`src/rtl/rca_share_arbiter.sv`:
```
// Round-robin time-sharing of a single ripple-carry adder among NUM_REQ requesters.
// Operands and result are registered so the carry chain sits between register stages.
module rca_share_arbiter #(
    parameter int WIDTH   = 26,
    parameter int NUM_REQ = 4
) (
    input  logic                       i_clk,
    input  logic                       i_rst_n,
    input  logic [NUM_REQ-1:0]         i_req_valid,
    output logic [NUM_REQ-1:0]         o_req_ready,
    input  logic [NUM_REQ*WIDTH-1:0]   i_req_op1,
    input  logic [NUM_REQ*WIDTH-1:0]   i_req_op2,
    output logic [NUM_REQ-1:0]         o_rsp_valid,
    input  logic [NUM_REQ-1:0]         i_rsp_ready,
    output logic [WIDTH:0]             o_rsp_result,
    output logic                       o_busy
);
    localparam int IDXW = $clog2(NUM_REQ);

    typedef enum logic [1:0] {
        S_IDLE = 2'd0,
        S_ADD  = 2'd1,
        S_RESP = 2'd2
    } state_e;

    state_e            state_q, state_d;
    logic [IDXW-1:0]   rr_ptr_q, rr_ptr_d;
    logic [IDXW-1:0]   gnt_q, gnt_d;
    logic [IDXW-1:0]   pick_idx;
    logic              pick_found;
    logic              req_hs;
    logic              rsp_hs;
    logic [WIDTH-1:0]  op1_q, op1_d;
    logic [WIDTH-1:0]  op2_q, op2_d;
    logic [WIDTH-1:0]  add_sum;
    logic              add_cout;
    logic [WIDTH:0]    result_q, result_d;

    // First valid requester at or after rr_ptr, wrapping modulo NUM_REQ.
    always_comb begin
        pick_found = 1'b0;
        pick_idx   = '0;
        for (int i = 0; i < NUM_REQ; i++) begin
            if (!pick_found && i_req_valid[(int'(rr_ptr_q) + i) % NUM_REQ]) begin
                pick_found = 1'b1;
                pick_idx   = IDXW'((int'(rr_ptr_q) + i) % NUM_REQ);
            end
        end
    end

    assign req_hs = (state_q == S_IDLE) && pick_found;
    assign rsp_hs = (state_q == S_RESP) && i_rsp_ready[gnt_q];

    always_ff @(posedge i_clk or negedge i_rst_n) begin
        if (!i_rst_n) begin
            state_q <= S_IDLE;
        end else begin
            state_q <= state_d;
        end
    end

    always_comb begin
        state_d = state_q;
        case (state_q)
            S_IDLE:  if (req_hs) state_d = S_ADD;
            S_ADD:   state_d = S_RESP;
            S_RESP:  if (rsp_hs) state_d = S_IDLE;
            default: state_d = S_IDLE;
        endcase
    end

    always_comb begin
        o_req_ready  = req_hs ? (NUM_REQ'(1) << pick_idx) : '0;
        o_rsp_valid  = (state_q == S_RESP) ? (NUM_REQ'(1) << gnt_q) : '0;
        o_busy       = (state_q != S_IDLE);
        o_rsp_result = result_q;
    end

    always_comb begin
        op1_d    = op1_q;
        op2_d    = op2_q;
        gnt_d    = gnt_q;
        rr_ptr_d = rr_ptr_q;
        result_d = result_q;
        if (req_hs) begin
            op1_d    = i_req_op1[pick_idx*WIDTH +: WIDTH];
            op2_d    = i_req_op2[pick_idx*WIDTH +: WIDTH];
            gnt_d    = pick_idx;
            rr_ptr_d = (pick_idx == IDXW'(NUM_REQ - 1)) ? '0 : pick_idx + IDXW'(1);
        end
        if (state_q == S_ADD) begin
            result_d = {add_cout, add_sum};
        end
    end

    always_ff @(posedge i_clk or negedge i_rst_n) begin
        if (!i_rst_n) begin
            op1_q    <= '0;
            op2_q    <= '0;
            gnt_q    <= '0;
            rr_ptr_q <= '0;
            result_q <= '0;
        end else begin
            op1_q    <= op1_d;
            op2_q    <= op2_d;
            gnt_q    <= gnt_d;
            rr_ptr_q <= rr_ptr_d;
            result_q <= result_d;
        end
    end

    ripple_carry_adder_26bit #(
        .WIDTH (WIDTH)
    ) u_adder (
        .a_i    (op1_q),
        .b_i    (op2_q),
        .sum_o  (add_sum),
        .cout_o (add_cout)
    );
endmodule

// Plain ripple-carry adder, carry-in tied low.
module ripple_carry_adder_26bit #(
    parameter int WIDTH = 26
) (
    input  logic [WIDTH-1:0] a_i,
    input  logic [WIDTH-1:0] b_i,
    output logic [WIDTH-1:0] sum_o,
    output logic             cout_o
);
    logic carry;

    always_comb begin
        carry = 1'b0;
        sum_o = '0;
        for (int i = 0; i < WIDTH; i++) begin
            sum_o[i] = a_i[i] ^ b_i[i] ^ carry;
            carry    = (a_i[i] & b_i[i]) | (carry & (a_i[i] ^ b_i[i]));
        end
        cout_o = carry;
    end
endmodule

```
`config.mk`:
```
export PLATFORM = sky130hd
export DESIGN_NAME = rca_share_arbiter
export DESIGN_NICKNAME = d
export VERILOG_FILES = /design/src/rtl/rca_share_arbiter.sv
export SDC_FILE = /design/constraint.sdc
export NUM_CORES = 1
export LEC_CHECK = 0
export CAP_MARGIN = 5
export CORE_MARGIN = 2
export CORE_UTILIZATION = 49
export DETAILED_ROUTE_END_ITERATION = 12
export DONT_BUFFER_PORTS = 1
export MAX_ROUTING_LAYER = met4
export PLACE_DENSITY = 0.6
export SKIP_LAST_GASP = 1
export SLEW_MARGIN = 30
export SYNTH_ARGS = -nofsm -noshare
export SYNTH_HDL_FRONTEND = slang
export SYNTH_SLANG_ARGS = --single-unit
```
`constraint.sdc`:
```
create_clock -name i_clk -period 11.2 [get_ports i_clk]
set_input_delay 1.12 -clock i_clk [delete_from_list [all_inputs] [get_ports i_clk]]
set_output_delay 1.12 -clock i_clk [all_outputs]
set_load 0.02 [all_outputs]
```
==> flow_metrics.py <==
metrics = {
    "logic_synthesis": {
        "syn_inst": 503,
        "synth_top_area_cell": "dfrtp_1",
        "synth_cell_types": 36,
        "synth-edff-count": 0,
        "syn_area_mm2": 0.00560,
        "ys_top_cells_by_area": "dfrtp_1 (38%), mux2_4 (13%), a221o_1 (9.5%), fa_1 (8.9%), mux2_2 (5.6%)",
        "yosys-top-cells-count": "dfrtp_1 (85), o21ai_0 (58), a221o_1 (53), nand3_1 (53), a21oi_1 (52)",
        "synth_top_area_share_pct": 38.0,
        "synth_seq_cells": 85,
        "synth_ff_type": "dfrtp_1",
        "synth_fp_nets": 751,
        "syn_area_per_cell_um2": 11.1,
        "yosysWarnings": 0,
        "async_reset_ff_share_pct": 100,
        "yosysMostFrequentCell": "dfrtp_1",
        "seq_area_frac_synth_pct": 38.0,
    },
    "critical_path": {
        "timing.setup.critical_path_class": "reg2reg",
        "crit_fanout": 2,
        "arrival_ns": 10.88,
        "cp-start-kind": "flop",
        "required_ns": 11.42,
        "crit_top_cell": "fa_1",
        "worstSetupEndpointType": "flop",
        "cpMaxStageDelayCell": "fa_1",
        "slowest_delay_ns": 0.41,
    },
    "pwr": {
        "ir_drop_v": 0.000239,
        "finalPower_uw": 1860,
        "p_per_area_mw_per_mm2": 312,
        "power_leakage_uw": 0.00252,
    },
    "floorplanning": {
        "rows": 39,
        "fp.dieW_um": 111,
        "io_pins": 254,
        "die_h_um": 111,
        "start_util_pct": 49.7,
        "core_area_mm2": 0.0113,
        "die-area_mm2": 0.0123,
    },
    "sta": {
        "finalCriticalPeriod_ns": 10.65,
        "period_share_pct": 95.1,
        "fmax_mhz": 93.9,
        "drv_slew": 0,
        "rsz0062_at_grt": "false",
        "finClkSkew_ns": 0.0114,
        "fin_tns_setup_ns": 0,
        "hold_viol": 0,
        "slew_headroom_pct": 43.6,
        "setup_viol": 0,
        "worst_pin_slew_ns": 0.844,
        "hold_slack_ns": 0.480,
    },
    "hold_path": {
        "hold_class": "in2async",
    },
    "clock_tree": {
        "numCtsBuffers": 9,
        "ctsHtreeMaxLevel": 3,
        "post-cts-setup-buffers": 0,
        "hold_buffers": 0,
        "cts_resized": 0,
        "cts-root-buf": "clkbuf_16",
        "cts.sinks": 85,
        "insertion_delay_ns": 0.33,
        "cts_tree": "yes",
        "clkTransAtPathRegs_ns": 0.07,
        "cts_max_path_buffers": 2,
    },
    "route": {
        "wl_per_cell_um": 23.6,
        "via_per_inst": 6.55,
        "drc": 0,
        "totalWireLength_um": 14600,
        "drtAntennaViolNets": 0,
        "dr.pass1.iters": 5,
        "num_vias": 4063,
        "drt_iter0_markers": 256,
    },
    "placement": {
        "gp_congestion": 0.817,
        "place_hpwl_um": 10600,
        "io_buffer_count": 0,
    },
    "cells_and_area": {
        "diodes": 0,
        "nets": 720,
        "fin_util_pct": 53.0,
        "drive_above_1_share_pct": 22.6,
        "synthToLayoutAreaGrowth_pct": 6.75,
    },
    "global_route": {
        "grt.overflow.total": 0,
        "met1_usage_pct": 29.5,
        "grt_start_max_net_pins": 86,
        "grt-busiest-layer": "met2",
        "grt_pass1_wl_um": 23000,
        "grt_antenna_before_repair": 0,
        "grt_use_total_pct": 24.6,
        "grt_pass1_vias": 4153,
        "use_met2_pct": 41.3,
        "grtUsageMet3_pct": 5.19,
    },
    "status": {
        "status": "finished clean",
    },
    "job": {
        "drv_cap": 0,
    },
}
-- cells by family after synthesis --
logic type | after synthesis | synth area share [%]
buffers and inverters | 58 | 4.83
AND/OR/NAND/NOR | 83 | 7.98
flip-flops | 85 | 38.0
multiplexers | 78 | 19.0
AO/OA/AOI/OAI | 169 | 20.1
adder cells (fa/ha/maj) | 30 | 10.1
-- cell type report --
cell class / count / area [um^2]
Clock buffer: 10 / 239
Timing Repair Buffer: 5 / 97.6
Sequential cell: 85 / 2130
Clock inverter: 6 / 38.8
Inverter: 11 / 46.3
Multi-Input combinational cell: 360 / 3250
Fill cell: 1001 / 5300
Tap cell: 143 / 179
-- metrics by stage --
step	setup slack, ns	cells	area, um^2
global placement	0.647	601	5600
detailed placement	0.508	602	5640
CTS	0.495	618	5910
global route	0.188	620	5980
finish	0.549	620	5980
floorplan	1.04	503	5600
-- report_power, final --
group | internal [uW] | switching, uW | total, uW
logic | 454 | 470 | 924
clock network | 155 | 118 | 273
registers | 467 | 201 | 668
-- cells in the final DEF (no fill, tap or decap), types with 5 or more instances in the layout --
master      n
a21oi_1    52
a221o_1    53
and2_1      5
clkbuf_16   9
dfrtp_1    85
fa_1       25
ha_1        5
inv_1      10
mux2_2     28
mux2_4     47
nand2_1     9
nand3_1    53
o21ai_0    58
-- worst max-delay path, delay by kind of cell (launching register included) --
kind | cells | cell delay [ns]
DFF | 1 | 0.38
adders and majority gates | 26 | 9.81
buffers and inverters | 3 | 0.20
AOI/OAI and AO/OA | 1 | 0.17
-- flip-flops by register name, indices dropped and copies added, names as in the netlist --
name,count
o_rsp_result,27
op1_q,26
op2_q,26
state_q,2
rr_ptr_q,2
gnt_q,2
-- worst paths after layout --
path                                       start                            to  slack, ns  cells past startpoint
max                         op1_q[0]$_DFFE_PN0P_  o_rsp_result[25]$_DFFE_PN0N_       0.55                     30
min                                      i_rst_n          gnt_q[1]$_DFFE_PN0P_       0.48                      0
max reg2reg                 op1_q[0]$_DFFE_PN0P_  o_rsp_result[25]$_DFFE_PN0N_       0.55                     30
min reg2reg                op2_q[25]$_DFFE_PN0P_         op2_q[25]$_DFFE_PN0P_       0.52                      1
max in group asynchronous                i_rst_n         op2_q[25]$_DFFE_PN0P_      10.57                      0
min in group i_clk         op2_q[25]$_DFFE_PN0P_         op2_q[25]$_DFFE_PN0P_       0.52                      1
-- layer usage --
metal / wire length [um] / share of wire (%)
met1: 5740 / 39
met2: 7440 / 51
met3: 1100 / 7.5
met4: 353 / 2.4
met5: 0 / 0
(Power assumes the default switching activity.)
